**config.mk**
```make
export PLATFORM = sky130hd
export DESIGN_NAME = pc_sequencer_flat
export DESIGN_NICKNAME = d
export VERILOG_FILES = /design/src/rtl/cpu_pkg.sv /design/src/rtl/pc_sequencer_if.sv /design/src/rtl/pc_redirect_arb.sv /design/src/rtl/pc_sequencer.sv /design/src/flat_wrapper.sv
export SDC_FILE = /design/constraint.sdc
export NUM_CORES = 1
export LEC_CHECK = 0
export CAP_MARGIN = 20
export CORE_AREA = 2 2 74 76
export DETAILED_ROUTE_END_ITERATION = 10
export DIE_AREA = 0 0 76 78
export GPL_TIMING_DRIVEN = 1
export HOLD_SLACK_MARGIN = 0.06
export PLACE_DENSITY = 0.78
export SYNTH_ARGS = -nofsm -noshare
export SYNTH_HDL_FRONTEND = slang
export SYNTH_SLANG_ARGS = --single-unit
```
**constraint.sdc**
```tcl
create_clock -name clk -period 2.7 [get_ports clk]
set_clock_uncertainty 0.2 [all_clocks]
set_input_delay 0.54 -clock clk [delete_from_list [all_inputs] [get_ports clk]]
set_output_delay 0.54 -clock clk [all_outputs]
set_load 0.1 [all_outputs]
```
**src/rtl/cpu_pkg.sv**
```systemverilog
// cpu_pkg: shared PC-select codes, sequencer states and arbitration winners
package cpu_pkg;
  localparam logic [15:0] EXC_VECTOR_DEF = 16'h0002;
  typedef enum logic [1:0] {PCS_INC = 2'b00, PCS_HOLD = 2'b01, PCS_TGT = 2'b10, PCS_VEC = 2'b11} pc_sel_t;
  typedef enum logic [1:0] {SEQ_RUN, SEQ_WAIT, SEQ_HALT} seq_state_t;
  typedef enum logic [2:0] {WIN_NONE, WIN_SIIC, WIN_HALT, WIN_RTI, WIN_REDIR, WIN_STALL} win_t;
endpackage

```
**src/rtl/pc_sequencer_if.sv**
```systemverilog
// pc_sequencer_if: request and PC-control signals between control logic and the sequencer
interface pc_sequencer_if import cpu_pkg::*; #(parameter int AW = 16);
  logic redir_req;
  logic [AW-1:0] redir_tgt;
  logic siic_req;
  logic [AW-1:0] siic_pc;
  logic rti_req;
  logic halt_req;
  logic hazard_stall;
  logic imem_ready;
  pc_sel_t pc_sel;
  logic [AW-1:0] pc_tgt;
  logic flush_ifid;
  logic flush_idex;
  logic [AW-1:0] epc;
  logic in_handler;
  logic halted;
  modport master (
    output redir_req, redir_tgt, siic_req, siic_pc, rti_req, halt_req, hazard_stall, imem_ready,
    input pc_sel, pc_tgt, flush_ifid, flush_idex, epc, in_handler, halted
  );
  modport slave (
    input redir_req, redir_tgt, siic_req, siic_pc, rti_req, halt_req, hazard_stall, imem_ready,
    output pc_sel, pc_tgt, flush_ifid, flush_idex, epc, in_handler, halted
  );
endinterface

```
**src/rtl/pc_redirect_arb.sv**
```systemverilog
// pc_redirect_arb: fixed-priority pick among next-PC requests plus the winner's target
module pc_redirect_arb import cpu_pkg::*; #(
  parameter int AW = 16,
  parameter logic [AW-1:0] EXC_VEC = AW'(EXC_VECTOR_DEF)
) (
  input  logic siic,
  input  logic halt,
  input  logic rti,
  input  logic redir,
  input  logic stall,
  input  logic [AW-1:0] redir_tgt,
  input  logic [AW-1:0] epc,
  output win_t win,
  output logic [AW-1:0] tgt
);
  always_comb begin
    win = siic ? WIN_SIIC : halt ? WIN_HALT : rti ? WIN_RTI : redir ? WIN_REDIR : stall ? WIN_STALL : WIN_NONE;
    tgt = siic ? EXC_VEC : halt ? '0 : rti ? epc : redir ? redir_tgt : '0;
  end
endmodule

```
**src/rtl/pc_sequencer.sv**
```systemverilog
// pc_sequencer: arbitrates next-PC requests into a select code and target, owns EPC and flushes
module pc_sequencer import cpu_pkg::*; #(
  parameter int AW = 16,
  parameter logic [AW-1:0] EXC_VECTOR = AW'(EXC_VECTOR_DEF)
) (
  input logic clk,
  input logic rst_n,
  pc_sequencer_if.slave bus
);
  seq_state_t state, nstate;
  win_t win;
  pc_sel_t sel;
  logic [AW-1:0] arb_tgt, tgt, pend_tgt, epc;
  logic pend_vec, vec, fl_ifid, fl_idex, in_handler, load_pend, take_exc, take_rti;
  pc_redirect_arb #(.AW(AW), .EXC_VEC(EXC_VECTOR)) u_arb (
    .siic(bus.siic_req), .halt(bus.halt_req), .rti(bus.rti_req), .redir(bus.redir_req),
    .stall(bus.hazard_stall), .redir_tgt(bus.redir_tgt), .epc(epc), .win(win), .tgt(arb_tgt)
  );
  always_comb begin
    nstate = state;
    sel = PCS_HOLD;
    tgt = '0;
    fl_ifid = 1'b0;
    fl_idex = 1'b0;
    vec = 1'b0;
    load_pend = 1'b0;
    take_exc = 1'b0;
    take_rti = 1'b0;
    case (state)
      SEQ_RUN: begin
        if (win == WIN_SIIC && in_handler) nstate = SEQ_HALT;
        else if (win == WIN_HALT) begin
          nstate = SEQ_HALT;
          fl_ifid = 1'b1;
          fl_idex = 1'b1;
        end else if (win inside {WIN_SIIC, WIN_RTI, WIN_REDIR}) begin
          fl_ifid = 1'b1;
          fl_idex = 1'b1;
          vec = win == WIN_SIIC;
          take_exc = vec;
          take_rti = win == WIN_RTI;
          sel = bus.imem_ready ? (vec ? PCS_VEC : PCS_TGT) : PCS_HOLD;
          tgt = bus.imem_ready ? arb_tgt : '0;
          load_pend = !bus.imem_ready;
          nstate = bus.imem_ready ? SEQ_RUN : SEQ_WAIT;
        end else if (win == WIN_NONE && bus.imem_ready) sel = PCS_INC;
      end
      SEQ_WAIT: begin
        tgt = pend_tgt;
        sel = bus.imem_ready ? (pend_vec ? PCS_VEC : PCS_TGT) : PCS_HOLD;
        fl_ifid = bus.imem_ready;
        nstate = bus.imem_ready ? SEQ_RUN : SEQ_WAIT;
      end
      default: ;
    endcase
  end
  always_ff @(posedge clk or negedge rst_n) begin
    if (!rst_n) begin
      state <= SEQ_RUN;
      pend_tgt <= '0;
      pend_vec <= 1'b0;
      epc <= '0;
      in_handler <= 1'b0;
    end else begin
      state <= nstate;
      if (load_pend) begin
        pend_tgt <= arb_tgt;
        pend_vec <= vec;
      end
      if (take_exc) epc <= bus.siic_pc + AW'(2);
      if (take_exc) in_handler <= 1'b1;
      else if (take_rti) in_handler <= 1'b0;
    end
  end
  // reset must present HOLD immediately, even though RUN would otherwise select INC
  assign bus.pc_sel = rst_n ? sel : PCS_HOLD;
  assign bus.pc_tgt = rst_n ? tgt : '0;
  assign bus.flush_ifid = rst_n & fl_ifid;
  assign bus.flush_idex = rst_n & fl_idex;
  assign bus.epc = epc;
  assign bus.in_handler = in_handler;
  assign bus.halted = state == SEQ_HALT;
endmodule

```
**src/flat_wrapper.sv**
```systemverilog
// flat-port wrapper written by rule: the top's interface ports become plain ports
module pc_sequencer_flat import cpu_pkg::*;
#(
  parameter int AW = 16,
  parameter logic [AW-1:0] EXC_VECTOR = AW'(EXC_VECTOR_DEF)
)
  (clk, rst_n, bus_redir_req, bus_redir_tgt, bus_siic_req, bus_siic_pc, bus_rti_req, bus_halt_req, bus_hazard_stall, bus_imem_ready, bus_pc_sel, bus_pc_tgt, bus_flush_ifid, bus_flush_idex, bus_epc, bus_in_handler, bus_halted);
  pc_sequencer_if #(.AW(AW)) bus_i ();
  input logic clk;
  input logic rst_n;
  input wire logic [$bits(bus_i.redir_req)-1:0] bus_redir_req;
  input wire logic [$bits(bus_i.redir_tgt)-1:0] bus_redir_tgt;
  input wire logic [$bits(bus_i.siic_req)-1:0] bus_siic_req;
  input wire logic [$bits(bus_i.siic_pc)-1:0] bus_siic_pc;
  input wire logic [$bits(bus_i.rti_req)-1:0] bus_rti_req;
  input wire logic [$bits(bus_i.halt_req)-1:0] bus_halt_req;
  input wire logic [$bits(bus_i.hazard_stall)-1:0] bus_hazard_stall;
  input wire logic [$bits(bus_i.imem_ready)-1:0] bus_imem_ready;
  output wire logic [$bits(bus_i.pc_sel)-1:0] bus_pc_sel;
  output wire logic [$bits(bus_i.pc_tgt)-1:0] bus_pc_tgt;
  output wire logic [$bits(bus_i.flush_ifid)-1:0] bus_flush_ifid;
  output wire logic [$bits(bus_i.flush_idex)-1:0] bus_flush_idex;
  output wire logic [$bits(bus_i.epc)-1:0] bus_epc;
  output wire logic [$bits(bus_i.in_handler)-1:0] bus_in_handler;
  output wire logic [$bits(bus_i.halted)-1:0] bus_halted;
  assign bus_i.redir_req = bus_redir_req;
  assign bus_i.redir_tgt = bus_redir_tgt;
  assign bus_i.siic_req = bus_siic_req;
  assign bus_i.siic_pc = bus_siic_pc;
  assign bus_i.rti_req = bus_rti_req;
  assign bus_i.halt_req = bus_halt_req;
  assign bus_i.hazard_stall = bus_hazard_stall;
  assign bus_i.imem_ready = bus_imem_ready;
  assign bus_pc_sel = bus_i.pc_sel;
  assign bus_pc_tgt = bus_i.pc_tgt;
  assign bus_flush_ifid = bus_i.flush_ifid;
  assign bus_flush_idex = bus_i.flush_idex;
  assign bus_epc = bus_i.epc;
  assign bus_in_handler = bus_i.in_handler;
  assign bus_halted = bus_i.halted;
  pc_sequencer #(.AW(AW), .EXC_VECTOR(EXC_VECTOR)) u_core (.clk(clk), .rst_n(rst_n), .bus(bus_i));
endmodule
```
Word-level counts from Yosys, hierarchy flattened
Index checks and enable logic that the tools add are counted.

Flip-flop bits (word level): 36. Latch bits: 0. Bits in writable memories: 0. Bits in read-only memories: 0. Input port bits: 40. Output and inout port bits: 38. Logic and storage cells: 73. Memories kept: 0.

$add $sub $neg: 1. Multiply operators: 0. Div/mod/pow operators: 0. Order comparisons: 0. Equal/unequal tests: 7. Shifts and indexed selects: 0. Muxes and demuxes: 49. Bitwise logic cells: 2. Reductions and logical operators: 9.

Operator list (count): $mux W16 (9); $pmux W16 S2 (1); $mux W1 (22); $mux W2 (9); $add A16 B2 Y16 const B (1); $mux W3 (5); $pmux W2 S2 (2); $eq A3 B2 Y1 const B (2); $ne A4 B1 Y1 const B (1); $reduce_bool A2 Y1 (2); $eq A3 B1 Y1 const B (1); $eq A3 B3 Y1 const B (1); $logic_not A3 Y1 (1); $reduce_bool A3 Y1 (1); $and A1 B1 Y1 (2); $eq A2 B1 Y1 const B (1); $eq A2 B2 Y1 const B (1); $logic_and A1 B1 Y1 (2); $logic_not A2 Y1 (1); $pmux W1 S2 (1); $reduce_and A2 Y1 (1); $logic_not A1 Y1 (1).

Longest topological paths before layout
Gate-level depths: netlist of run 1.

Word-level depth: 13. Gate-level depth with buffers: 6. Gate-level depth less buffers: 5.

By module
Synthesis of run 1 repeated with hierarchy kept, for this count alone.

Cells, all modules: 263. Area, all modules: 2301.0 um^2.

Modules (own cells, without submodules): pc_sequencer (times used 1, cells each 215, area an instance 2005.7 um^2, sequential area each 900.9 um^2); pc_redirect_arb (times used 1, cells each 48, area an instance 295.3 um^2, sequential area each 0.0 um^2).

Least setup slack after synthesis of run 1
Ideal clock, no wire load.

Path kind: input to output. From: input bus_redir_req. To: output bus_pc_tgt[1]. Data arrival time: 2.913 ns. Data required time: 1.960 ns. Path slack: -0.953 ns. Cell stages on the path: 6. Buffers on the path: 2. Cell sequence: clkbuf_1 clkbuf_1 nand2_1 o21ai_0 nand4_1 a21oi_1.

Word-level cells in the longest chain between the ends: 11. Elaborated cells between the ends (all ways): 20. Classes of those cells: eq/ne (4); mux (14); reduce/logical (2).

RTL lines: start: declaration (RTL line flat_wrapper.sv:11) `input wire logic [$bits(bus_i.redir_req)-1:0] bus_redir_req;`; $mux W3 (4 in series) (RTL line pc_redirect_arb.sv:17) `win = siic ? WIN_SIIC : halt ? WIN_HALT : rti ? WIN_RTI : redir ? WIN_REDIR : stall ? WIN_STALL : WIN_NONE;`; $eq A3 B1 Y1, or another cell as far along (RTL line pc_sequencer.sv:31, pc_sequencer.sv:36); $reduce_bool A3 Y1 (RTL line pc_sequencer.sv:36) `end else if (win inside {WIN_SIIC, WIN_RTI, WIN_REDIR}) begin`; $mux W16 (RTL line pc_sequencer.sv:36); $mux W16 (RTL line pc_sequencer.sv:32) `else if (win == WIN_HALT) begin`; $mux W16 * (RTL line pc_sequencer.sv:31) `if (win == WIN_SIIC && in_handler) nstate = SEQ_HALT;`; $pmux W16 S2 * (RTL line pc_sequencer.sv:29) `case (state)`; $mux W16 * (RTL line pc_sequencer.sv:77) `assign bus.pc_tgt = rst_n ? tgt : '0;`; end: declaration (RTL line flat_wrapper.sv:20) `output wire logic [$bits(bus_i.pc_tgt)-1:0] bus_pc_tgt;`.

Every way passes the cells marked *; elsewhere a longest branch is shown, timed or not.

Worst setup path after layout of run 1
From: input bus_rti_req. To: output bus_pc_tgt[14].

Word-level cells in the longest chain between the ends: 10. Elaborated cells between the ends (all ways): 18. Classes of those cells: eq/ne (4); mux (12); reduce/logical (2).

RTL lines: start: declaration (RTL line flat_wrapper.sv:15) `input wire logic [$bits(bus_i.rti_req)-1:0] bus_rti_req;`; $mux W3 (3 in series) (RTL line pc_redirect_arb.sv:17); $eq A3 B1 Y1, or another cell as far along (RTL line pc_sequencer.sv:31, pc_sequencer.sv:36); $reduce_bool A3 Y1 (RTL line pc_sequencer.sv:36); $mux W16 (RTL line pc_sequencer.sv:36); $mux W16 (RTL line pc_sequencer.sv:32); $mux W16 * (RTL line pc_sequencer.sv:31); $pmux W16 S2 * (RTL line pc_sequencer.sv:29); $mux W16 * (RTL line pc_sequencer.sv:77).

Marked as above.

==> impl_results.md, run 1 <==
- Peak VDD IR: 0.320 mV
- GR Util All Layers: 23.1%
- Worst-Margin Slew: 0.476 ns
- First-pass DRT Iterations: 4
- Hold WS: 0.0877 ns
- Post-synth EDFFs: 0
- Setup violators final: 0
- Clk sinks: 36
- DRT iter0 DRCs: 169
- Netlist cell types: 35
- FF-to-FF setup slack: around 0.85 ns
- Fillers: between 300 and 400
- FF-to-FF Start: u_core.bus.in_handler$_DFFE_PN0P_
- Crit Path Max Fanout: 8
- Cell Area, Synth: 2260 um2
- H-tree Lvls: 2
- Synth area leader: dfrtp_1
- Bufs on Longest Clock Path: 2
- Critical Path End Type: output pin
- Power Density: 350 nW/um2
- Max-slew violations: 0
- Final RePlAce weighted congestion: approximately 0.86
- CP startpoint kind: input port
- Min-Delay Path Class: input port to async pin
- DP Area: 3530 um2
- Leakage: approximately 1.6 nW
- CTS Root Cell: clkbuf_8
- Fmax: 374 MHz
- Asr flop ratio synth: 100%
- CP Class: input port to output pin
- Finished Layout Cells: a little over 400
- Final period utilization: between 90% and 100%
- HPWL Detailed: 4990 um
- Count of hold-fix buffers inserted at cts: 0
- WP data required: 1.96 ns
- Post-route ant nets: 0
- Row cnt: 26
- Cell count after placement: 400
- Vias in the first global route: 2183
- Initial antenna violation count: 0
- Starting Density: 44.8%
- RSZ-0062 raised after global routing: no
- Status: finished, final reports clean
- Area growth from synthesis to final layout: 69.0%
- CTS tree: yes
- Average size of a mapped cell: 9.08 um2
- CP arrival: 1.93 ns
- Commonest cells after routing, fill and taps aside: 34 x dfrtp_1, 33 x clkdlybuf4s50_1, 33 x buf_4
- Maxcap violations: 0
- Nets: between 300 and 400
- Clk_lat worst skew: slightly below 0.3 ns
- Top cell type's share of synthesized area: 39.8%
- WL final: between 6000 and 7000 um
- Global-route wire length before repair: 11000 um
- Crit path from: bus_rti_req
- Die area: ~6000 um2
- Ratio of cells with drive above 1 in the final layout: 41.5%
- Commonest non-fill, non-tap cell in the layout: dfrtp_1
- Synthesis-stage register bit count: 36
- Cell area after layout: 3820 um2
- I/O pin count: 78
- Clock Pin Slew Worst Setup and Hold Paths: 0.08 ns
- Syn nets: 290
- Core Util, Final: roughly 76%
- Synth area leaders: dfrtp_1 40%, a21oi_1 7.1%, mux2_4 6.6%, nor2_1 6.0%, nand3b_1 5.3%
- Core area: roughly 5000 um2
- ANT cells: 0
- Final min period: 2.67 ns
- Port bufs: 77
- Routed len/inst: 16.8 um
- Cells after Synth: between 200 and 250
- # DRC: 0
- Fin. Hold Viols: 0
- Pin count of the biggest net entering global routing: 27
- Ys flop type: dfrtp_1
- Chip width: ~76 um
- Synth warn: 0
- Seq/Total Area, Yosys: ~40%
- Via/cell ratio: 5.42
- Via total after detailed routing: ~2200
- Inserted Clock Buffers: 5
- Slew HR: 68.2%
- Remaining global-route overflow: 0
- DIE HEIGHT: between 70 and 80 um
## critical path, cell delays in order
cell and delay, ns:
clkdlybuf4s15_2 0.24, o21ba_2 0.21, o2111a_2 0.31, buf_12 0.17, a22oi_2 0.22, nor2_4 0.06
buf_12 0.18
## final cells by class
type	instances	area, um2	area share [%]
clock buffer	6	82.6	2.16
clock inverter	2	13.8	0.360
inverter	7	26.3	0.688
multi-input combinational	190	1510	39.6
sequential	36	903	23.6
tap	70	87.6	2.29
timing repair buffer	101	1190	31.2
## worst paths after layout
| kind | endpoint | cells past startpoint |
|---|---|---|
| max in group asynchronous | u_core.state[0]$_DFFE_PN0P_ | 2 |
| min in group clk | u_core.pend_tgt[0]$_DFFE_PN0P_ | 1 |
| min | u_core.pend_tgt[13]$_DFFE_PN0P_ | 2 |
| min reg2reg | u_core.pend_tgt[0]$_DFFE_PN0P_ | 1 |
| max reg2reg | u_core.pend_tgt[14]$_DFFE_PN0P_ | 6 |
| max | bus_pc_tgt[14] | 7 |
## metrics by stage
| step | TNS (ns) | total power [mW] | setup WS [ns] |
|---|---|---|---|
| global placement | -3.05 | 0.921 | -0.178 |
| CTS | 0 | 1.33 | 0.0191 |
| finish | 0 | 1.34 | 0.0286 |
| detailed placement | -3.53 | 0.926 | -0.245 |
| global route | 0 | 1.39 | 0.0132 |
| floorplan | -1.27 | 0.786 | -0.120 |
## Yosys cell counts (2+ instances only)
| cell | number |
|---|---|
| nor2b_1 | 2 |
| nand4_1 | 3 |
| nand3_1 | 7 |
| nor2_1 | 36 |
| xnor2_1 | 12 |
| dfrtp_1 | 36 |
| mux2i_1 | 2 |
| mux2_2 | 9 |
| a22oi_1 | 15 |
| nor4_1 | 4 |
| inv_1 | 6 |
| buf_6 | 2 |
| buf_2 | 5 |
| clkbuf_1 | 9 |
| mux2_4 | 10 |
| nand3b_1 | 16 |
| o21ai_0 | 3 |
| nand2_1 | 21 |
| a21oi_1 | 32 |
| nor3_1 | 4 |
## logic make-up (layout without fill, tap and decap cells)
group                    Yosys count  after routing  synth area share, %
flip-flops                        36             36                 39.8
XOR/XNOR                          13             13                 5.04
AND/OR/NAND/NOR                   98             98                 21.9
AO/OA/AOI/OAI                     57             57                 15.9
multiplexers                      21             21                 12.0
adder cells (fa/ha/maj)            1              1                0.553
buffers and inverters             23            116                 4.76
## what timing repair did
action	4_1_cts	5_1_grt
cloned	2	2
endpoints found under the setup margin	20	18
pin swaps	9	6
gates resized for setup	34	9
buffers inserted	0	0
## registers in the layout, summed over array words and instances, names as in the netlist
signal,cells
u_core.pend_vec,1
u_core.pend_tgt,16
u_core.bus.epc,16
u_core.bus.in_handler,1
u_core.state,2
## metal layers
metal,wire (um),track usage (%)
met4,164,5.64
met3,354,3.95
met5,0,0
met2,3600,42.0
met1,2810,28.8
## where the power goes
part / switching [mW] / total (mW) / internal (mW)
sequential: 0.0158 / 0.571 / 0.556
clock: 0.193 / 0.402 / 0.208
combinational: 0.234 / 0.363 / 0.128
Power figures use the tool's default switching activity.
==> inputs of run 2 (changes only) <==
PLACE_DENSITY = 0.79   (was 0.78)
SYNTH_HIERARCHICAL = 1   (was default)
==> run 2 against run 1 <==
The run now ends with setup timing left. Maximum frequency fell by 8.6%. Combinational power rose by 10%. Setup slack got worse by 0.25 ns. Register-to-register slack got worse by 0.41 ns. Wire length fell by 3.2%. Synthesized cell count rose by 5.6%. Design area fell by 0.16%. Via count rose by 4.1%. Core utilization fell by 0.12 points. Largest power group unchanged.
==> impl_results.md, run 2 <==
- CP arrival: 2.18 ns (+0.25 ns)
- Slew HR: 69.9% (+1.7 points)
- Synth area leaders: dfrtp_1 39%, mux2_2 8.3%, nand2_1 6.4%, nand4_1 4.9%, a22oi_1 4.6%
- Peak VDD IR: 0.250 mV (-22%)
- Row cnt: 26 (unchanged)
- CP startpoint kind: input port
- RSZ-0062 raised after global routing: yes
- Max-slew violations: 0 (unchanged)
- DRT iter0 DRCs: 162 (-4.1%)
- Seq/Total Area, Yosys: 39.2% (-0.69 points)
- Fillers: 358 (+8.8%)
- ANT cells: 0 (unchanged)
- DIE HEIGHT: 78 um (unchanged)
- Clk sinks: 36 (unchanged)
- Routed len/inst: 15.7 um (-6.6%)
- Power Density: 359 nW/um2 (+2.6%)
- Crit Path Max Fanout: 9 (+1)
- Synthesis-stage register bit count: 36 (unchanged)
- Inserted Clock Buffers: 5 (unchanged)
- Fmax: 342 MHz (-8.6%)
- Hold WS: 0.311 ns (+0.223 ns)
- Final RePlAce weighted congestion: 0.923 (+7.9%)
- CTS Root Cell: clkbuf_8
- Chip width: 76 um (unchanged)
- WL final: 6710 um (-3.2%)
- Asr flop ratio synth: 100% (unchanged)
- Hold Path Origin: u_core/pend_tgt[2]$_DFFE_PN0P_
- Leakage: 1.51 nW (-3.6%)
- Worst-Margin Slew: 0.449 ns (-0.0269 ns)
- Post-synth EDFFs: 0 (unchanged)
- WP data required: 1.96 ns (about the same)
- Clock Pin Slew Worst Setup and Hold Paths: 0.07 ns (about the same)
- Initial antenna violation count: 0 (unchanged)
- CP max stage cell: or3b_4
- Via/cell ratio: 5.44 (+0.42%)
- Syn nets: 304 (+4.8%)
- Status: finished with violations
- Bufs on Longest Clock Path: 2 (unchanged)
- Worst Hold Path EP: u_core/pend_tgt[2]$_DFFE_PN0P_
- Final period utilization: 108% (+9.3 points)
- Remaining global-route overflow: 0 (unchanged)
- Commonest cells after routing, fill and taps aside: 39 x buf_4, 39 x nand2_1, 36 x dfrtp_1
- Fin. Hold Viols: 0 (unchanged)
- Storage element area: 901 um2 (-0.28%)
- Largest regs: u_core/bus.epc: 16 flops, u_core/pend_tgt: 16 flops, u_core/state: 2 flops
- Most frequent cell after synthesis: nand2_1
- Dpl ws: -0.827 ns (-0.582 ns)
- Crit path from: bus_halt_req
- Netlist cell types: 41 (+17%)
- FF-to-FF Start: u_core/bus.in_handler$_DFFE_PN0P_
- Average size of a mapped cell: 8.75 um2 (-3.6%)
- Maxcap violations: 0 (unchanged)
- Via total after detailed routing: 2323 (+4.1%)
- Pin count of the biggest net entering global routing: 27 (unchanged)
- Synth top cells by count: 39 x nand2_1, 36 x dfrtp_1, 25 x nor2_1
- Ratio of cells with drive above 1 in the final layout: 36.7% (-4.8 points)
- Cells along the critical path: buf_6 > or2_4 > nor3_4 > or3b_4 > o21ai_4 > nand4_1 > a21oi_4 > buf_12
- Clk_lat worst skew: 0.29 ns (about the same)
- GR Util All Layers: 23.6% (+0.50 points)
- Cell Area, Synth: 2300 um2 (+1.8%)
- Max incr delay on CP: 0.47 ns (+0.16 ns)
- Synth area leader: dfrtp_1
- Nets: 397 (+3.9%)
- Top cell type's share of synthesized area: 39.2% (-0.69 points)
- R2r endpoint: u_core/pend_tgt[7]$_DFFE_PN0P_
- Port bufs: 77 (unchanged)
- Global-route wire length before repair: 11200 um (+2.1%)
- I/O pin count: 78 (unchanged)
- Cells after Synth: 263 (+5.6%)
- Min-Delay Path Class: register to register
- Final min period: 2.92 ns (+0.250 ns)
- H-tree Lvls: 2 (unchanged)
- FF-to-FF setup slack: 0.44 ns (-0.41 ns)
- CTS tree: yes
- Post-route ant nets: 0 (unchanged)
- Area growth from synthesis to final layout: 65.7%
- Vias in the first global route: 2353 (+7.8%)
- Critical Path End Type: output pin
- First-pass DRT Iterations: 4 (unchanged)
- Starting Density: 45.6% (+0.79 points)
- HPWL Detailed: 4890 um (-2.0%)
- Fin Setup TNS: -3.73 ns (-3.73 ns)
- Ys flop type: dfrtp_1
- Failing checks: setup timing
- Die area: 5930 um2 (unchanged)
- Synth warn: 6 (+6)
- Area taken by multi-input logic gates: 1570 um2 (+3.6%)
- WHS Path Cells: 1
- R2R cell count: 6 (unchanged)
- Setup violators final: 19 (+19)
- Final worst slack: -0.221 ns (-0.250 ns)
- CP Class: input port to output pin
- # DRC: 0 (unchanged)
- Core area: 5040 um2 (unchanged)
==> run 2: cell count changes after synthesis, moves of 9 or more <==
cell	delta
nand2_1	+18
nand3b_1	-15
nand4_1	+15
o21ai_0	+13
a21oi_1	-12
nor2_1	-11
mux2_4	-9
==> run 2: worst max path at each step <==
stage / to / slack, ns
after detailed placement: bus_pc_tgt[4] / -0.83
after global placement: bus_pc_tgt[10] / -0.79
final: bus_pc_tgt[6] / -0.22
after global routing: bus_pc_tgt[6] / -0.29
after floorplan: bus_pc_sel[0] / -0.89
after CTS: bus_pc_tgt[5] / -0.21
==> run 2: what timing repair did <==
item / 4_1_cts / 5_1_grt
endpoints found under the hold margin: 8 / 0
resized for setup: 26 / 3
hold buffers: 1 / 0
cloned: 2 / 0
pin swaps: 16 / 8
setup buffers: 5 / 1
endpoints found under the setup margin: 53 / 30
==> run 2: report_power, final <==
part	internal [mW]	switching [mW]	total, mW
Sequential	0.557	0.0181	0.575
Clock	0.203	0.190	0.394
Combinational	0.144	0.256	0.400
Total	0.904	0.465	1.37
==> run 2: cell type report <==
type,instances,share of cell area (%)
clock buffers,6,2.17
clock inverters,2,0.262
inverters,6,0.591
multi-input cells,205,41.1
flip-flops and latches,36,23.6
well taps,70,2.30
repair buffers,102,30.0
==> run 2: cells by family (layout without fill, tap and decap cells) <==
group / after synthesis / after routing / synth area share (%)
AO/OA/AOI/OAI: 58 / 60 / 15.5
XOR/XNOR: 13 / 13 / 4.95
adder cells (fa/ha/maj): 1 / 1 / 0.544
buffers and inverters: 24 / 116 / 6.09
flip-flops: 36 / 36 / 39.2
multiplexers: 21 / 21 / 10.3
AND/OR/NAND/NOR: 110 / 110 / 23.5
==> run 2: metal layers <==
metal  track usage (%)  wire (um)
met1              29.0       2730
met2              42.5       3590
met3              3.37        322
met4              8.36         55
met5                 0          0
==> run 2: worst max-delay path, delay by kind of cell <==
kind | cells | cell delay [ns]
AO/OA/AOI/OAI | 2 | 0.32
AND/OR/NAND/NOR | 4 | 1.02
buffers and inverters | 2 | 0.29
==> run 2: metrics by stage <==
| stage | std cells | util, % | total power, mW | area (um2) |
|---|---|---|---|---|
| 6_report | 427 | 75.6 | 1.37 | 3810 |
| 5_1_grt | 427 | 75.6 | 1.42 | 3810 |
| 4_1_cts | 426 | 75.3 | 1.37 | 3800 |
| 3_5_place_dp | 410 | 71.4 | 0.957 | 3600 |
| 3_3_place_gp | 410 | 71.4 | 0.950 | 3600 |
| 2_1_floorplan | 263 | - | 0.818 | 2570 |
==> inputs of run 3 (changes only) <==
CORE_AREA = 4 4 76 78   (was 2 2 74 76)
DIE_AREA = 0 0 80 82   (was 0 0 76 78)
SKIP_CTS_REPAIR_TIMING = 1   (was default)
==> run 3 against run 2 <==
The run still ends with setup timing left. Final cell count shrank 0.47%. Critical path depth is the same. Sequential cell count is the same. Global-route usage shrank 2.8 points. Core utilization shrank 1.0 points. Power grew 4.1%. Critical path type unchanged.
==> impl_results.md, run 3 (same netlist as run 2, synthesis figures left out) <==
- Chip width: 80 um (+5.3%)
- R2R cell count: 5 (-1)
- Max incr delay on CP: 0.47 ns (about the same)
- First-pass DRT Iterations: 4 (unchanged)
- FF-to-FF setup slack: 0.45 ns (about the same)
- Max-slew violations: 0 (unchanged)
- Leakage: 1.51 nW (about the same)
- Port bufs: 77 (unchanged)
- H-tree Lvls: 2 (unchanged)
- Critical Path End Type: output pin
- Vias in the first global route: 2248 (-4.5%)
- HPWL Detailed: 5080 um (+3.7%)
- Core Util, Final: 74.6% (-1.0 points)
- Dpl ws: -0.819 ns (+0.00782 ns)
- Crit path from: bus_halt_req
- CP max stage cell: or3b_4
- Power Density: 376 nW/um2 (+4.9%)
- DRT iter0 DRCs: 166 (+2.5%)
- Nets: 395 (-0.50%)
- Fin. Hold Viols: 0 (unchanged)
- DIE HEIGHT: 82 um (+5.1%)
- Final worst slack: -0.274 ns (-0.0525 ns)
- Setup violators final: 19 (unchanged)
- Hold WS: 0.0770 ns (-0.234 ns)
- Remaining global-route overflow: 0 (unchanged)
- Clk sinks: 36 (unchanged)
- WL final: 6760 um (+0.79%)
- I/O pin count: 78 (unchanged)
- Row cnt: 26 (unchanged)
- Starting Density: 45.3% (-0.29 points)
- Routed len/inst: 15.9 um (+1.3%)
- Largest regs: u_core/bus.epc: 16 flops, u_core/pend_tgt: 16 flops, u_core/state: 2 flops
- Worst setup path end: bus_pc_tgt[7]
- Via/cell ratio: 5.41 (-0.61%)
- # DRC: 0 (unchanged)
- Crit Path Max Fanout: 5 (-4)
- Bufs on Longest Clock Path: 2 (unchanged)
- ANT cells: 0 (unchanged)
- CTS Root Cell: clkbuf_8
- CP startpoint kind: input port
- WP data required: 1.96 ns (about the same)
- GR Util All Layers: 20.8% (-2.8 points)
- Inserted Clock Buffers: 5 (unchanged)
- Peak VDD IR: 0.311 mV (+24%)
- RSZ-0062 raised after global routing: yes
- Commonest cells after routing, fill and taps aside: 39 x nand2_1, 38 x buf_4, 36 x dfrtp_1
- Die area: 6560 um2 (+11%)
- Commonest non-fill, non-tap cell in the layout: nand2_1
- Worst-Margin Slew: 0.372 ns (-0.0770 ns)
- Via total after detailed routing: 2298 (-1.1%)
- Global-route wire length before repair: 10700 um (-4.6%)
- Core area: 5070 um2 (+0.65%)
- Failing checks: setup timing
- Worst path top cell family by delay: simple AND/OR/NAND/NOR gates
- Ratio of cells with drive above 1 in the final layout: 35.5% (-1.2 points)
- FF-to-FF Start: u_core/state[0]$_DFFE_PN0P_
- Pin count of the biggest net entering global routing: 26 (-3.7%)
- CP Depth: 8 (unchanged)
- Final RePlAce weighted congestion: 0.890 (-3.6%)
- Fmax: 336 MHz (-1.8%)
- R2r endpoint: u_core/bus.epc[11]$_DFFE_PN0P_
- Status: finished with violations
- Post-route ant nets: 0 (unchanged)
- CP arrival: 2.23 ns (+0.05 ns)
- Cells along the critical path: buf_6 > or2_4 > nor3_4 > or3b_4 > o21ai_2 > nand4_1 > a21oi_4 > buf_12
- Maxcap violations: 0 (unchanged)
- Final period utilization: 110% (+1.9 points)
- CP Class: input port to output pin
- Slew HR: 75.1% (+5.2 points)
- Clock Pin Slew Worst Setup and Hold Paths: 0.07 ns (about the same)
- Final min period: 2.97 ns (+0.0525 ns)
- Sum of buffers and inverters on the critical path: 2 (unchanged)
- CTS tree: yes
- Initial antenna violation count: 0 (unchanged)
- Min-Delay Path Class: input port to async pin
- Area growth from synthesis to final layout: 64.6%
- Clk_lat worst skew: 0.28 ns (about the same)
run 3: power breakdown:
| part | total (mW) | leakage [nW] | switching [mW] | internal (mW) |
|---|---|---|---|---|
| logic | 0.394 | 0.977 | 0.256 | 0.138 |
| registers | 0.574 | 0.478 | 0.0172 | 0.557 |
| clock network | 0.457 | 0.0552 | 0.183 | 0.274 |
run 3: area by class of cell:
| type | count | area [um2] |
|---|---|---|
| fillers | 386 | 1290 |
| well taps | 70 | 87.6 |
| flip-flops and latches | 36 | 901 |
| inverters | 6 | 22.5 |
| multi-input cells | 205 | 1560 |
| repair buffers | 100 | 1110 |
| clock buffers | 6 | 72.6 |
| clock inverters | 2 | 35.0 |
run 3: worst min path at each step:
stage,start,endpoint,slack (ns),depth (start not counted)
finish,rst_n,u_core/pend_tgt[0]$_DFFE_PN0P_,0.08,2
global route,rst_n,u_core/pend_tgt[10]$_DFFE_PN0P_,0.09,2
CTS,rst_n,u_core/pend_tgt[14]$_DFFE_PN0P_,0.08,2
detailed placement,u_core/pend_tgt[11]$_DFFE_PN0P_,u_core/pend_tgt[11]$_DFFE_PN0P_,0.29,1
global placement,u_core/bus.epc[1]$_DFFE_PN0P_,u_core/bus.epc[1]$_DFFE_PN0P_,0.29,2
floorplan,rst_n,u_core/bus.epc[0]$_DFFE_PN0P_,0.04,0
run 3: worst register-to-register path: cells and delay by family, from the launching register on:
family / cells / cell delay (ns)
flops: 1 / 0.46
buf+inv: 1 / 0.23
compound gates: 1 / 0.09
simple gates: 3 / 1.15
run 3: per-stage QoR:
stage                     instances  TNS, ns  area (um2)  power (mW)
after floorplan                 263   -12.92        2570       0.818
after global placement          412   -31.72        3620       0.954
after detailed placement        412   -33.61        3620       0.960
after CTS                       420   -23.77        3720        1.42
after global routing            425    -5.47        3790        1.49
final                           425    -4.52        3790        1.43
run 3: metal layers:
layer / global-route usage, % / wire, um
met2: 36.4 / 3450
met3: 2.74 / 297
met4: 6.42 / 102
met5: 0 / 0
met1: 26.7 / 2910
==> patch 1, RTL diff (settings of run 1) <==
`AW` is set to 16 in 4 places; all go to 18.
--- a/src/rtl/pc_sequencer_if.sv
+++ b/src/rtl/pc_sequencer_if.sv
@@ -1,4 +1,4 @@
 // pc_sequencer_if: request and PC-control signals between control logic and the sequencer
-interface pc_sequencer_if import cpu_pkg::*; #(parameter int AW = 16);
+interface pc_sequencer_if import cpu_pkg::*; #(parameter int AW = 18);
   logic redir_req;
   logic [AW-1:0] redir_tgt;
--- a/src/rtl/pc_redirect_arb.sv
+++ b/src/rtl/pc_redirect_arb.sv
@@ -1,5 +1,5 @@
 // pc_redirect_arb: fixed-priority pick among next-PC requests plus the winner's target
 module pc_redirect_arb import cpu_pkg::*; #(
-  parameter int AW = 16,
+  parameter int AW = 18,
   parameter logic [AW-1:0] EXC_VEC = AW'(EXC_VECTOR_DEF)
 ) (
--- a/src/rtl/pc_sequencer.sv
+++ b/src/rtl/pc_sequencer.sv
@@ -1,5 +1,5 @@
 // pc_sequencer: arbitrates next-PC requests into a select code and target, owns EPC and flushes
 module pc_sequencer import cpu_pkg::*; #(
-  parameter int AW = 16,
+  parameter int AW = 18,
   parameter logic [AW-1:0] EXC_VECTOR = AW'(EXC_VECTOR_DEF)
 ) (
--- a/src/flat_wrapper.sv
+++ b/src/flat_wrapper.sv
@@ -2,5 +2,5 @@
 module pc_sequencer_flat import cpu_pkg::*;
 #(
-  parameter int AW = 16,
+  parameter int AW = 18,
   parameter logic [AW-1:0] EXC_VECTOR = AW'(EXC_VECTOR_DEF)
 )
Ports: changed (resized bus_epc, bus_pc_tgt, bus_redir_tgt and bus_siic_pc); port bits go from 78 to 86. The function was not compared with the original's and may differ.
==> patch 1 against run 1 <==
Synthesized cell count increased by 3.2%. Sequential share of layout area increased by 1.1 points. Worst setup slack improved by 0.024 ns. Cell area increased by 6.5%. Sequential power increased by 11%. Worst hold slack got worse by 0.026 ns. Total power increased by 9.7%. Via count increased by 7.6%. Area after synthesis increased by 3.9%. Count of clock-buffer cells in the layout unchanged. Sequential cell count increased by 4. Routed wire length increased by 6.7%. Register-to-register slack improved by 0.07 ns. Largest cell class unchanged.
==> patch 1: results (changes against run 1) <==
{| class="wikitable"
! Metric !! Value
|-
| Outcome || finished clean
|-
| HPWL after detailed placement || 5.811 mm (+16%)
|-
| Met2 usage in global routing || 47.05% (+5.1 points)
|-
| Routed length on met1 || 2.941 mm (+4.7%)
|-
| Number of nets in the finished design || 416 (+8.9%)
|-
| Global-route wire length before repair || 11.89 mm (+8.4%)
|-
| Via total after detailed routing || 2401 (+7.6%)
|-
| Met2 wire len || 3.877 mm (+7.7%)
|-
| VDD IR max || 0.0002675 V (-16%)
|-
| Final Wtd Congestion || 0.8988 (+5.0%)
|-
| Net switching fraction of the power || 33.96% (+0.76 points)
|-
| Placed cell count || 430 (+7.5%)
|-
| Combinational Power || 0.400 mW (+10%)
|-
| Top routing layer in use || met4
|-
| Arr. time, crit path || 1.91 ns (-0.02 ns)
|-
| Post-synth top cells || dfrtp_1 (40), nor2_1 (39), nand2_1 (25)
|-
| Largest net degree at the start of global routing || 25 (-7.4%)
|-
| Met3 Use GR || 4.884% (+0.93 points)
|-
| Number of inserted filler cells in the final layout || 314 (-4.6%)
|-
| Capture point of the worst path || bus_pc_tgt[9]
|-
| Met1 usage in global routing || 28.75% (about the same)
|-
| I/O Buffers || 85 (+10%)
|-
| Leak pwr || 1.745 nW (+11%)
|-
| Source of the critical timing path || bus_imem_ready
|-
| Drt first-iter violations || 105 (-38%)
|-
| Fraction of final layout cells sized beyond drive strength 1 || 39.52% (-2.0 points)
|-
| Starting utilization of the core area || 46.58% (+1.7 points)
|-
| Vias in the first global route || 2493 (+14%)
|-
| Number of cells traversed by the worst register-to-register path || 5 (-1)
|-
| Measured slew at the worst slew-check pin || 0.3678 ns (-0.1085 ns)
|-
| Wire per inst || 16.74 µm (-0.51%)
|-
| Non-Filler Instances || 442 (+7.3%)
|-
| Total global-route track usage || 25.29% (+2.1 points)
|-
| Total nets after synthesis || 302 (+4.1%)
|-
| Flop pwr share || 43.4% (+0.6 points)
|-
| Post-synthesis average cell area || 9.138 µm² (+0.64%)
|-
| Largest cells by area after synthesis || dfrtp_1 (43%), nor2_1 (6.2%), mux2_4 (5.8%)
|-
| Count of different cell masters after synthesis || 36 (+2.9%)
|-
| Setup slack of the worst register-to-register path || 0.92 ns (+0.07 ns)
|}
-- patch 1: changes by cell type in the layout (fill, tap and decap cells not counted), moves of 3 or more --
| cell | before | now |
|---|---|---|
| buf_4 | 33 | 52 |
| nor2_4 | 15 | 2 |
| a22oi_1 | 0 | 9 |
| dlygate4sd2_1 | 1 | 4 |
| nand3b_1 | 16 | 3 |
| nor2_1 | 19 | 37 |
| clkdlybuf4s50_1 | 33 | 38 |
| o21ai_4 | 1 | 18 |
| a21oi_2 | 5 | 0 |
| a22oi_2 | 15 | 7 |
| dfrtp_1 | 34 | 39 |
| a21oi_1 | 25 | 17 |
-- patch 1: logic make-up after synthesis --
logic type	synth area share [%]
buffers and inverters	4.422
DFF	42.62
and+or+nand+nor	18.70
AOI/OAI and AO/OA	15.82
muxes	12.31
adders and majority gates	0.5327
xor gates and xnor gates	5.594
-- patch 1: critical path: stages --
cell and delay (ns):
clkdlybuf4s50_1 0.53, and3_1 0.21, nand2_2 0.11, buf_12 0.17, o21ai_4 0.16, buf_12 0.19
-- patch 1: repair_timing --
item,in CTS,in global routing
buffers inserted,2,0
hold buffers,1,0
pin swaps,10,0
hold endpoints to repair,17,0
setup endpoints to repair,21,14
cloned,1,0
gates resized for setup,18,3
-- patch 1: through the flow --
| stage | utilization (%) | instance area, µm² | setup WS (ns) | power (mW) |
|---|---|---|---|---|
| final | 80.65 | 4066 | 0.05227 | 1.465 |
| after global routing | 80.65 | 4066 | 0.009863 | 1.523 |
| after CTS | 80.35 | 4051 | 0.06120 | 1.467 |
| after detailed placement | 76.80 | 3872 | -0.1239 | 1.029 |
| after global placement | 76.80 | 3872 | -0.07472 | 1.023 |
| after floorplan | - | 2601 | -0.4637 | 0.8593 |
-- patch 1: worst min-delay path by stage --
stage	start	endpoint	slack, ns
after floorplan	rst_n	u_core.bus.epc[0]	0.04
after detailed placement	u_core.pend_tgt[7]	u_core.pend_tgt[7]	0.30
after global placement	u_core.pend_tgt[7]	u_core.pend_tgt[7]	0.29
after CTS	rst_n	u_core.pend_tgt[1]	0.07
after global routing	rst_n	u_core.pend_tgt[12]	0.08
final	rst_n	u_core.pend_tgt[16]	0.06
-- patch 1: layout make-up --
| type | instances | area, µm² | area share (%) |
|---|---|---|---|
| Timing Repair Buffer | 122 | 1324 | 32.55 |
| Clock buffer | 6 | 82.58 | 2.031 |
| Tap cell | 70 | 87.58 | 2.154 |
| Inverter | 7 | 26.28 | 0.6462 |
| Multi-Input combinational cell | 195 | 1526 | 37.54 |
| Sequential cell | 40 | 1005 | 24.71 |
| Clock inverter | 2 | 15.01 | 0.3692 |
==> patch 2, RTL diff (config.mk and constraints of run 1) <==
Without the edit above. Re-encode `seq_state_t` (3 states) as one-hot, 3 bits wide.
--- a/src/rtl/cpu_pkg.sv
+++ b/src/rtl/cpu_pkg.sv
@@ -3,5 +3,5 @@
   localparam logic [15:0] EXC_VECTOR_DEF = 16'h0002;
   typedef enum logic [1:0] {PCS_INC = 2'b00, PCS_HOLD = 2'b01, PCS_TGT = 2'b10, PCS_VEC = 2'b11} pc_sel_t;
-  typedef enum logic [1:0] {SEQ_RUN, SEQ_WAIT, SEQ_HALT} seq_state_t;
+  typedef enum logic [2:0] {SEQ_RUN = 3'b001, SEQ_WAIT = 3'b010, SEQ_HALT = 3'b100} seq_state_t;
   typedef enum logic [2:0] {WIN_NONE, WIN_SIIC, WIN_HALT, WIN_RTI, WIN_REDIR, WIN_STALL} win_t;
 endpackage
Behaviour: no difference found for any inputs over 10 cycles, from zero or initial values and one cycle with rst_n low; not proved beyond that.
==> patch 2 against run 1 <==
The run now ends with setup timing left. Area after synthesis rose by 2.7%. Sequential cell count rose by 1. Routed wire length rose by 3.5%. Critical endpoint is now bus_pc_tgt[15]. Core utilization rose by 0.20 points. Cell area rose by 0.26%. Worst setup slack got worse by 0.044 ns.
Power is not compared: it rests on default switching activity, and its combinational part moved more than twofold at a synthesized area within 25%.
==> patch 2: results (changes against run 1) <==
{| class="wikitable"
! Metric !! Value
|-
| Measured slew at the worst slew-check pin || 0.5675 ns (+0.09123 ns)
|-
| Total global-route track usage || 24.13% (+1.0 points)
|-
| Largest net degree at the start of global routing || 38 (+41%)
|-
| Maximum fanout along the worst path || 9 (+1)
|-
| Post-detailed-placement cell area || 3530 µm² (+0.11%)
|-
| Fraction of final layout cells sized beyond drive strength 1 || 40.96% (-0.56 points)
|-
| HPWL after detailed placement || 4.995 mm (about the same)
|-
| Number of nets in the finished design || 394 (+3.1%)
|-
| FF+latch area || 928.4 µm² (+2.8%)
|-
| Global-route wire length before repair || 11.32 mm (+3.1%)
|-
| Reg2reg start || u_core.state[0]
|-
| Source of the critical timing path || bus_siic_req
|-
| Outcome || finished, violations left
|-
| Count of different cell masters after synthesis || 41 (+17%)
|-
| Vias in the first global route || 2262 (+3.6%)
|-
| Failing checks || setup timing
|-
| Number of inserted filler cells in the final layout || 346 (+5.2%)
|-
| Proportion of synthesized chip area in sequential cells || 39.92% (+0.080 points)
|-
| Largest cells by area after synthesis || dfrtp_1 (39%), mux2_2 (8.2%), nand2_1 (6.0%)
|-
| Post-synth top cells || nand2_1 (37), dfrtp_1 (36), nor2_1 (26)
|-
| Number of setup violations in the final report || 1 (+1)
|-
| Final Wtd Congestion || 0.8585 (+0.34%)
|-
| Via total after detailed routing || 2369 (+6.1%)
|-
| Synthesized netlist cell count || 260 (+4.4%)
|-
| Placed cell count || 410 (+2.5%)
|-
| Total nets after synthesis || 301 (+3.8%)
|-
| Total Routed Length || 7.172 mm (+3.5%)
|-
| Final worst slack || -0.01504 ns (-0.04360 ns)
|-
| Arr. time, crit path || 1.98 ns (+0.05 ns)
|}
## patch 2: cell types whose count changed after synthesis, sizes merged, moves of 2 or more
cell    before  now
nand2       21   37
a21oi       32   19
nor2        36   26
o21ai        4   13
a211oi       0    3
nor3b        0    3
buf          7    9
clkbuf       9    7
nand2b       0    2
nand3        7    5
nand3b      17   15
o211ai       0    2
or3b         0    2
## patch 2: critical path, stage by stage
cell	delay, ns
clkdlybuf4s15_1	0.33
or2_4	0.37
a21oi_1	0.26
a22oi_1	0.12
nor2_2	0.15
buf_12	0.19
## patch 2: kinds of logic (layout without fill, tap and decap cells)
group | count (synthesis) | count (layout) | share of synthesized area [%]
AO/OA/AOI/OAI | 59 | 59 | 16.16
XOR/XNOR | 13 | 13 | 4.903
AND/OR/NAND/NOR | 105 | 106 | 22.79
multiplexers | 22 | 22 | 10.83
flip-flops | 37 | 37 | 39.92
adder cells (fa/ha/maj) | 1 | 1 | 0.5387
buffers and inverters | 23 | 116 | 4.849
## patch 2: through the flow
stage | setup TNS (ns) | power (mW)
finish | -0.01504 | 3.219
global route | -0.2441 | 3.343
CTS | 0 | 3.191
detailed placement | -3.546 | 2.763
global placement | -3.479 | 2.727
floorplan | -5.396 | 2.278
## patch 2: routing by layer
layer  global-route usage [%]  vias up  wire (µm)
met2                    41.52       98       3656
li1                         -     1113          -
met4                    10.36        0        208
met1                    30.01     1139       2901
met3                    4.186       19        406
met5                        0        -          0
## patch 2: final cells by class
cell class	instances	area share, %
Clock inverter	3	0.4574
Inverter	7	0.6861
Multi-Input combinational cell	201	39.86
Sequential cell	37	24.24
Tap cell	70	2.287
Timing Repair Buffer	101	30.68
Clock buffer	5	1.797
## patch 2: where the power goes
| group | switching (mW) | internal (mW) |
|---|---|---|
| registers | 0.213 | 0.753 |
| clock network | 0.208 | 0.178 |
| logic | 1.39 | 0.480 |
| total | 1.81 | 1.41 |
## patch 2: worst paths after layout
| kind | slack, ns | cells past startpoint | endpoint |
|---|---|---|---|
| min in group clk | 0.32 | 2 | u_core.bus.epc[9] |
| worst max-delay path | -0.02 | 6 | bus_pc_tgt[15] |
| worst min-delay path | 0.12 | 2 | u_core.bus.epc[1] |
| max in group asynchronous | 1.83 | 2 | u_core.bus.in_handler |
| worst max register to register | 0.34 | 6 | u_core.bus.epc[3] |
| worst min register to register | 0.32 | 2 | u_core.bus.epc[9] |
## patch 2: repair_timing
item                       in CTS  in global routing
pin swaps                       4                  8
cloned                          2                  1
gates resized for setup        21                 22
setup endpoints to repair      20                 19
setup buffers                   3                  1
